**src/rtl/mem_port_arbiter_pkg.sv**
```systemverilog
// Shared definitions for the unified-memory port arbiter and the cache controller.
package tinyv_mem_pkg;

  typedef enum logic [1:0] {
    IDLE   = 2'd0,
    BUSY_I = 2'd1,
    BUSY_D = 2'd2
  } arb_state_t;

  localparam logic [3:0] BE_FULL = 4'hF;

  // Requester identities, also used for the round-robin last-grant record.
  localparam logic OWNER_I = 1'b0;
  localparam logic OWNER_D = 1'b1;

endpackage

```
**src/rtl/mem_port_arbiter_if.sv**
```systemverilog
// Bundle of fetch, load/store and memory-port signals around the arbiter.
// master: the arbiter's view; slave: the core and memory side.
interface mem_port_arbiter_if #(
  parameter int ADDR_W = 32,
  parameter int DATA_W = 32
) ();

  logic              i_req;
  logic [ADDR_W-1:0] i_addr;
  logic              i_data_valid;
  logic [DATA_W-1:0] i_rdata;

  logic              d_req;
  logic              d_we;
  logic [ADDR_W-1:0] d_addr;
  logic [DATA_W-1:0] d_wdata;
  logic [3:0]        d_be;
  logic              d_data_valid;
  logic [DATA_W-1:0] d_rdata;

  logic              mem_req;
  logic              mem_we;
  logic [ADDR_W-1:0] mem_addr;
  logic [DATA_W-1:0] mem_wdata;
  logic [3:0]        mem_be;
  logic              mem_ack;
  logic [DATA_W-1:0] mem_rdata;
  logic              mem_err;

  modport master (
    input  i_req, i_addr, d_req, d_we, d_addr, d_wdata, d_be, mem_ack, mem_rdata,
    output i_data_valid, i_rdata, d_data_valid, d_rdata,
           mem_req, mem_we, mem_addr, mem_wdata, mem_be, mem_err
  );

  modport slave (
    output i_req, i_addr, d_req, d_we, d_addr, d_wdata, d_be, mem_ack, mem_rdata,
    input  i_data_valid, i_rdata, d_data_valid, d_rdata,
           mem_req, mem_we, mem_addr, mem_wdata, mem_be, mem_err
  );

endinterface

```
**src/rtl/mem_port_arbiter_timeout_ctr.sv**
```systemverilog
// Saturating busy-cycle counter. o_tc flags the increment that reaches LIMIT.
module arb_timeout_ctr #(
  parameter int LIMIT = 255
) (
  input  logic clk,
  input  logic rst,
  input  logic i_clr,
  input  logic i_inc,
  output logic o_tc
);

  localparam int W = $clog2(LIMIT + 1);

  logic [W-1:0] r_cnt;

  // Clear has priority; increment stops at LIMIT instead of wrapping.
  always_ff @(posedge clk or posedge rst) begin
    if (rst) begin
      r_cnt <= '0;
    end else if (i_clr) begin
      r_cnt <= '0;
    end else if (i_inc && (r_cnt != W'(LIMIT))) begin
      r_cnt <= r_cnt + 1'b1;
    end
  end

  assign o_tc = i_inc && (r_cnt >= W'(LIMIT - 1));

endmodule

```
**src/rtl/mem_port_arbiter.sv**
```systemverilog
// Arbiter sharing one single-ported memory between instruction fetch and
// load/store. One transaction outstanding; memory port driven from registers.
// Optional macro MEM_PORT_ARBITER_RR_EN selects round-robin priority instead of
// fixed data-over-instruction priority.
module mem_port_arbiter
  import tinyv_mem_pkg::*;
#(
  parameter int ADDR_W         = 32,
  parameter int DATA_W         = 32,
  parameter int TIMEOUT_CYCLES = 255
) (
  input  logic                clk,
  input  logic                reset,
  mem_port_arbiter_if.master  bus
);

  arb_state_t        r_state;
  arb_state_t        w_next;

  logic              r_mem_req;
  logic              r_mem_we;
  logic [ADDR_W-1:0] r_mem_addr;
  logic [DATA_W-1:0] r_mem_wdata;
  logic [3:0]        r_mem_be;
  logic              r_mem_err;
  logic              r_i_dv;
  logic              r_d_dv;
  logic [DATA_W-1:0] r_i_rdata;
  logic [DATA_W-1:0] r_d_rdata;

  logic w_i_elig;
  logic w_d_elig;
  logic w_pick_d;
  logic w_grant_i;
  logic w_grant_d;
  logic w_done;
  logic w_abort;
  logic w_busy;
  logic w_inc;
  logic w_clr;
  logic w_tc;

  // A requester in its completion cycle is masked so it can drop req cleanly.
  assign w_i_elig = bus.i_req && !r_i_dv;
  assign w_d_elig = bus.d_req && !r_d_dv;

`ifdef MEM_PORT_ARBITER_RR_EN
  logic r_last_grant;

  // On a tie, the requester not granted last wins.
  assign w_pick_d = w_d_elig && (!w_i_elig || (r_last_grant == OWNER_I));

  // Record the owner of every grant.
  always_ff @(posedge clk or posedge reset) begin
    if (reset) begin
      r_last_grant <= OWNER_I;
    end else if (w_grant_d) begin
      r_last_grant <= OWNER_D;
    end else if (w_grant_i) begin
      r_last_grant <= OWNER_I;
    end
  end
`else
  assign w_pick_d = w_d_elig;
`endif

  assign w_busy = (r_state != IDLE);
  assign w_inc  = w_busy && !bus.mem_ack;
  assign w_clr  = (w_next == IDLE);

  arb_timeout_ctr #(
    .LIMIT(TIMEOUT_CYCLES)
  ) u_timeout (
    .clk  (clk),
    .rst  (reset),
    .i_clr(w_clr),
    .i_inc(w_inc),
    .o_tc (w_tc)
  );

  // State register.
  always_ff @(posedge clk or posedge reset) begin
    if (reset) begin
      r_state <= IDLE;
    end else begin
      r_state <= w_next;
    end
  end

  // Next-state and transaction control decode.
  always_comb begin
    w_next    = r_state;
    w_grant_i = 1'b0;
    w_grant_d = 1'b0;
    w_done    = 1'b0;
    w_abort   = 1'b0;
    case (r_state)
      IDLE: begin
        if (w_pick_d) begin
          w_grant_d = 1'b1;
          w_next    = BUSY_D;
        end else if (w_i_elig) begin
          w_grant_i = 1'b1;
          w_next    = BUSY_I;
        end
      end
      BUSY_I, BUSY_D: begin
        if (bus.mem_ack) begin
          w_done = 1'b1;
          w_next = IDLE;
        end else if (w_tc) begin
          w_abort = 1'b1;
          w_next  = IDLE;
        end
      end
      default: w_next = IDLE;
    endcase
  end

  // Memory-port registers, completion pulses and returned data.
  always_ff @(posedge clk or posedge reset) begin
    if (reset) begin
      r_mem_req   <= 1'b0;
      r_mem_we    <= 1'b0;
      r_mem_addr  <= '0;
      r_mem_wdata <= '0;
      r_mem_be    <= '0;
      r_mem_err   <= 1'b0;
      r_i_dv      <= 1'b0;
      r_d_dv      <= 1'b0;
      r_i_rdata   <= '0;
      r_d_rdata   <= '0;
    end else begin
      r_i_dv <= 1'b0;
      r_d_dv <= 1'b0;
      if (w_grant_d) begin
        r_mem_req   <= 1'b1;
        r_mem_we    <= bus.d_we;
        r_mem_addr  <= bus.d_addr;
        r_mem_wdata <= bus.d_wdata;
        r_mem_be    <= bus.d_be;
      end else if (w_grant_i) begin
        r_mem_req   <= 1'b1;
        r_mem_we    <= 1'b0;
        r_mem_addr  <= bus.i_addr;
        r_mem_wdata <= '0;
        r_mem_be    <= BE_FULL;
      end
      if (w_done) begin
        r_mem_req <= 1'b0;
        if (r_state == BUSY_I) begin
          r_i_dv    <= 1'b1;
          r_i_rdata <= bus.mem_rdata;
        end else begin
          r_d_dv    <= 1'b1;
          r_d_rdata <= r_mem_we ? '0 : bus.mem_rdata;
        end
      end
      if (w_abort) begin
        r_mem_req <= 1'b0;
        r_mem_err <= 1'b1;
      end
    end
  end

  assign bus.mem_req      = r_mem_req;
  assign bus.mem_we       = r_mem_we;
  assign bus.mem_addr     = r_mem_addr;
  assign bus.mem_wdata    = r_mem_wdata;
  assign bus.mem_be       = r_mem_be;
  assign bus.mem_err      = r_mem_err;
  assign bus.i_data_valid = r_i_dv;
  assign bus.i_rdata      = r_i_rdata;
  assign bus.d_data_valid = r_d_dv;
  assign bus.d_rdata      = r_d_rdata;

endmodule
```
**src/flat_wrapper.sv**
```systemverilog
// flat-port wrapper written by rule: the top's interface ports become plain ports
module mem_port_arbiter_flat import tinyv_mem_pkg::*;
#(
  parameter int ADDR_W         = 32,
  parameter int DATA_W         = 32,
  parameter int TIMEOUT_CYCLES = 255
)
  (clk, reset, bus_i_req, bus_i_addr, bus_d_req, bus_d_we, bus_d_addr, bus_d_wdata, bus_d_be, bus_mem_ack, bus_mem_rdata, bus_i_data_valid, bus_i_rdata, bus_d_data_valid, bus_d_rdata, bus_mem_req, bus_mem_we, bus_mem_addr, bus_mem_wdata, bus_mem_be, bus_mem_err);
  mem_port_arbiter_if #(.ADDR_W(ADDR_W), .DATA_W(DATA_W)) bus_i ();
  input  logic clk;
  input  logic reset;
  input wire logic [$bits(bus_i.i_req)-1:0] bus_i_req;
  input wire logic [$bits(bus_i.i_addr)-1:0] bus_i_addr;
  input wire logic [$bits(bus_i.d_req)-1:0] bus_d_req;
  input wire logic [$bits(bus_i.d_we)-1:0] bus_d_we;
  input wire logic [$bits(bus_i.d_addr)-1:0] bus_d_addr;
  input wire logic [$bits(bus_i.d_wdata)-1:0] bus_d_wdata;
  input wire logic [$bits(bus_i.d_be)-1:0] bus_d_be;
  input wire logic [$bits(bus_i.mem_ack)-1:0] bus_mem_ack;
  input wire logic [$bits(bus_i.mem_rdata)-1:0] bus_mem_rdata;
  output wire logic [$bits(bus_i.i_data_valid)-1:0] bus_i_data_valid;
  output wire logic [$bits(bus_i.i_rdata)-1:0] bus_i_rdata;
  output wire logic [$bits(bus_i.d_data_valid)-1:0] bus_d_data_valid;
  output wire logic [$bits(bus_i.d_rdata)-1:0] bus_d_rdata;
  output wire logic [$bits(bus_i.mem_req)-1:0] bus_mem_req;
  output wire logic [$bits(bus_i.mem_we)-1:0] bus_mem_we;
  output wire logic [$bits(bus_i.mem_addr)-1:0] bus_mem_addr;
  output wire logic [$bits(bus_i.mem_wdata)-1:0] bus_mem_wdata;
  output wire logic [$bits(bus_i.mem_be)-1:0] bus_mem_be;
  output wire logic [$bits(bus_i.mem_err)-1:0] bus_mem_err;
  assign bus_i.i_req = bus_i_req;
  assign bus_i.i_addr = bus_i_addr;
  assign bus_i.d_req = bus_d_req;
  assign bus_i.d_we = bus_d_we;
  assign bus_i.d_addr = bus_d_addr;
  assign bus_i.d_wdata = bus_d_wdata;
  assign bus_i.d_be = bus_d_be;
  assign bus_i.mem_ack = bus_mem_ack;
  assign bus_i.mem_rdata = bus_mem_rdata;
  assign bus_i_data_valid = bus_i.i_data_valid;
  assign bus_i_rdata = bus_i.i_rdata;
  assign bus_d_data_valid = bus_i.d_data_valid;
  assign bus_d_rdata = bus_i.d_rdata;
  assign bus_mem_req = bus_i.mem_req;
  assign bus_mem_we = bus_i.mem_we;
  assign bus_mem_addr = bus_i.mem_addr;
  assign bus_mem_wdata = bus_i.mem_wdata;
  assign bus_mem_be = bus_i.mem_be;
  assign bus_mem_err = bus_i.mem_err;
  mem_port_arbiter #(.ADDR_W(ADDR_W), .DATA_W(DATA_W), .TIMEOUT_CYCLES(TIMEOUT_CYCLES)) u_core (.clk(clk), .reset(reset), .bus(bus_i));
endmodule
```
**config.mk**
```make
export PLATFORM = sky130hd
export DESIGN_NAME = mem_port_arbiter_flat
export DESIGN_NICKNAME = d
export VERILOG_FILES = /design/src/rtl/mem_port_arbiter_pkg.sv /design/src/rtl/mem_port_arbiter_if.sv /design/src/rtl/mem_port_arbiter_timeout_ctr.sv /design/src/rtl/mem_port_arbiter.sv /design/src/flat_wrapper.sv
export SDC_FILE = /design/constraint.sdc
export NUM_CORES = 1
export LEC_CHECK = 0
export ABC_AREA = 0
export BUFFER_PORTS_ARGS = -buffer_cell sky130_fd_sc_hd__buf_2
export CAP_MARGIN = 20
export CORE_MARGIN = 4
export CORE_UTILIZATION = 42
export DETAILED_ROUTE_END_ITERATION = 7
export PLACE_DENSITY = 0.77
export RECOVER_POWER = 100
export SLEW_MARGIN = 20
export SYNTH_ARGS = -nofsm -noshare
export SYNTH_HDL_FRONTEND = slang
export SYNTH_SLANG_ARGS = --single-unit
```
**constraint.sdc**
```tcl
create_clock -name clk -period 5.2 [get_ports clk]
set_input_delay 1.04 -clock clk [delete_from_list [all_inputs] [get_ports clk]]
set_output_delay 1.04 -clock clk [all_outputs]
set_load 0.1 [all_outputs]
```
==> flow_summary.toml <==
[finish]
syn_to_final_growth_pct = 32.9
fin_area_mm2 = 0.00795
drive_above_1_share = 0.268
n_antenna_cell = 0
fin_nets = 922

[grt]
busiest_layer = "met2"
grtUsageTotal = 0.191
antenna_found_initial = 0
grt_pass1_wl_um = 24500
grt.overflow.total = 0
grt_max_degree = 98
met1_usage = 0.242
met2_usage = 0.304
gr-usage-met3 = 0.0681
grt_pass1_vias = 4864

[synthesis]
synth_nets = 657
yosysWarnings = 0
syn_inst = 514
synth_seq_cells = 147
ys_types = 42
synth_area_mm2 = 0.00598
ys_seq_area_frac = 0.615
synth_edf_count = 0
ys_async_sr_fraction = 1.00
avgSynthCellArea_um2 = 11.6
synth_ff_type = "dfrtp_1"

[timing]
fin_skew_ns = 0.00691
rsz0062_at_grt = "no"
slew-limit-headroom = -1.05
slew_violations = 207
max_freq_mhz = 280
worstMarginPinSlew_ns = 3.06
setup_viol = 0
setup-tns-final_ns = 0
fin_crit_ns = 3.58
fin_crit_sh = 0.688
hold_violations = 0

[status]
status = "complete, but fails checks"
violations = "max-capacitance violations, max-slew violations"

[worst_setup_path]
startpoint_type = "input port"
cp.required_ns = 5.54
r2r-start = "u_core.bus.d_data_valid"
startpoint = "bus_d_req"
critPathArrivalTime_ns = 3.92
critPathKind = "in -> reg"
endpoint = "u_core.bus.mem_wdata[16]"
end_kind = "flop"
crit_fanout = 44
r2r-end = "u_core.bus.mem_wdata[16]"
reg2reg_slack_ns = 1.83
rr_worst_depth = 5

[floorplanning]
fp.dieH_um = 127
die_w_um = 127
die_area_mm2 = 0.0162
ios = 275
core_area_mm2 = 0.0139
initial_core_util = 0.429
rows = 43

[route]
viasPerCell = 5.00
dr.pass1.iters = 4
vias = 4858
post-route-drc-count = 0
drt_iter0_markers = 197
final_antenna_net_count = 0
wire_per_inst_um = 15.9
wl_um = 15500

[placement]
numPortBuffers = 274
hpwl_um = 11100
dpl_cell_area_mm2 = 0.00751
gp_congestion = 0.798

[cts]
post_cts_buffers = 0
path_clk_slew_ns = 0.06
cts.sinks = 147
max-clock-path-buffers = 2
cts_tree = "built"
clk_latency_ns = 0.41
ctsHoldBuffers = 0
htree_levels = 4
post_cts_resized = 0
cts_buffers = 17
clockRootBuffer = "clkbuf_16"

[worst_hold_path]
min_path_type = "reg -> reg"

[job]
maxCapViolations = 4
[worst min path at each step]
stage	cells after the start	from	to	slack [ns]
after CTS	2	u_core.bus.d_rdata[31]	u_core.bus.d_rdata[31]	0.48
after global placement	2	u_core.bus.d_rdata[31]	u_core.bus.d_rdata[31]	0.46
after global routing	1	u_core.bus.mem_err	u_core.bus.mem_err	0.51
final	2	u_core.bus.d_rdata[31]	u_core.bus.d_rdata[31]	0.48
after detailed placement	2	u_core.bus.d_rdata[18]	u_core.bus.d_rdata[18]	0.47
after floorplan	2	u_core.u_timeout.r_cnt[6]	u_core.u_timeout.r_cnt[6]	0.56
[critical path: stages]
cell and delay, ns:
clkbuf_1 0.09, nand2b_1 0.06, clkbuf_1 0.62, nor2_4 1.04
clkbuf_1 0.78, a22o_1 0.27
[placed cells by master, fill, tap and decap left out, types with 2 or more instances in the layout]
master,synthesis,final
clkinvlp_4,0,3
inv_6,0,5
nand3_1,2,2
nand3b_1,2,2
ha_1,5,5
bufinv_16,0,4
buf_4,1,2
a22o_1,33,33
nand2b_1,33,33
o22ai_1,32,32
clkbuf_8,0,2
xor2_1,4,4
mux2_2,32,32
a21oi_1,6,6
nor2_1,7,6
buf_2,13,136
nor2b_1,2,2
inv_1,11,10
o21ai_0,66,67
clkbuf_16,0,17
o211ai_1,4,4
o22a_1,4,4
or4_1,1,2
nand2_1,66,66
dfrtp_1,147,147
clkbuf_1,20,142
[routing by layer]
metal	routed length, um	up-vias
met5	0	-
met4	323	0
met3	1420	22
met2	7350	209
met1	6410	2268
li1	-	2359
[logic make-up (layout without fill, tap and decap cells)]
| family | Yosys count | after routing | synth area share |
|---|---|---|---|
| and+or+nand+nor | 123 | 123 | 0.104 |
| muxes | 33 | 33 | 0.0619 |
| AOI/OAI and AO/OA | 155 | 155 | 0.167 |
| xor gates and xnor gates | 5 | 5 | 0.00732 |
| buffers and inverters | 46 | 324 | 0.0335 |
| adders and majority gates | 5 | 5 | 0.0105 |
| DFF | 147 | 147 | 0.615 |
[registers in the layout, indices dropped and copies added, names as in the netlist]
signal and flops:
u_core.bus.mem_we 1, u_core.u_timeout.r_cnt 8, u_core.bus.mem_addr 32, u_core.bus.d_rdata 32, u_core.bus.i_rdata 32, u_core.r_state 2
u_core.bus.mem_wdata 32, u_core.bus.i_data_valid 1, u_core.bus.mem_req 1, u_core.bus.mem_err 1, u_core.bus.d_data_valid 1, u_core.bus.mem_be 4
[metrics by stage]
step,util,instances,worst slack [ns],hold slack (ns)
after floorplan,-,514,0.209,0.555
after global placement,0.539,940,2.37,0.457
after detailed placement,0.539,940,2.31,0.466
after CTS,0.585,972,2.61,0.480
after global routing,0.570,972,1.24,0.506
final,0.570,972,1.62,0.475
[cells in the mapped netlist, drive strengths merged, types with 2 or more instances]
cell type / instances / area share
inv: 11 / 0.0069
a22oi: 2 / 0.0042
buf: 15 / 0.014
nand4: 2 / 0.0046
clkbuf: 20 / 0.013
a21oi: 7 / 0.0065
nand3b: 3 / 0.0044
or4: 2 / 0.0031
ha: 5 / 0.010
o22ai: 32 / 0.033
a22o: 33 / 0.048
nand2: 66 / 0.041
nand2b: 33 / 0.035
mux2: 32 / 0.060
dfrtp: 147 / 0.62
nor2: 7 / 0.0044
o211ai: 4 / 0.0050
o22a: 4 / 0.0059
o21ai: 68 / 0.057
nor2b: 2 / 0.0021
xor2: 4 / 0.0059
nand3: 2 / 0.0017
[cell type report]
class                           instances  area (um2)
Clock inverter                         13         195
Sequential cell                       147        3680
Fill cell                            1272        5990
Clock buffer                           19         453
Timing Repair Buffer                  281        1250
Tap cell                              180         225
Multi-Input combinational cell        321        2100
Inverter                               11        42.5
Power is not shown: default switching activity piles up to over one toggle a cycle in this logic, so the estimate is an artifact.
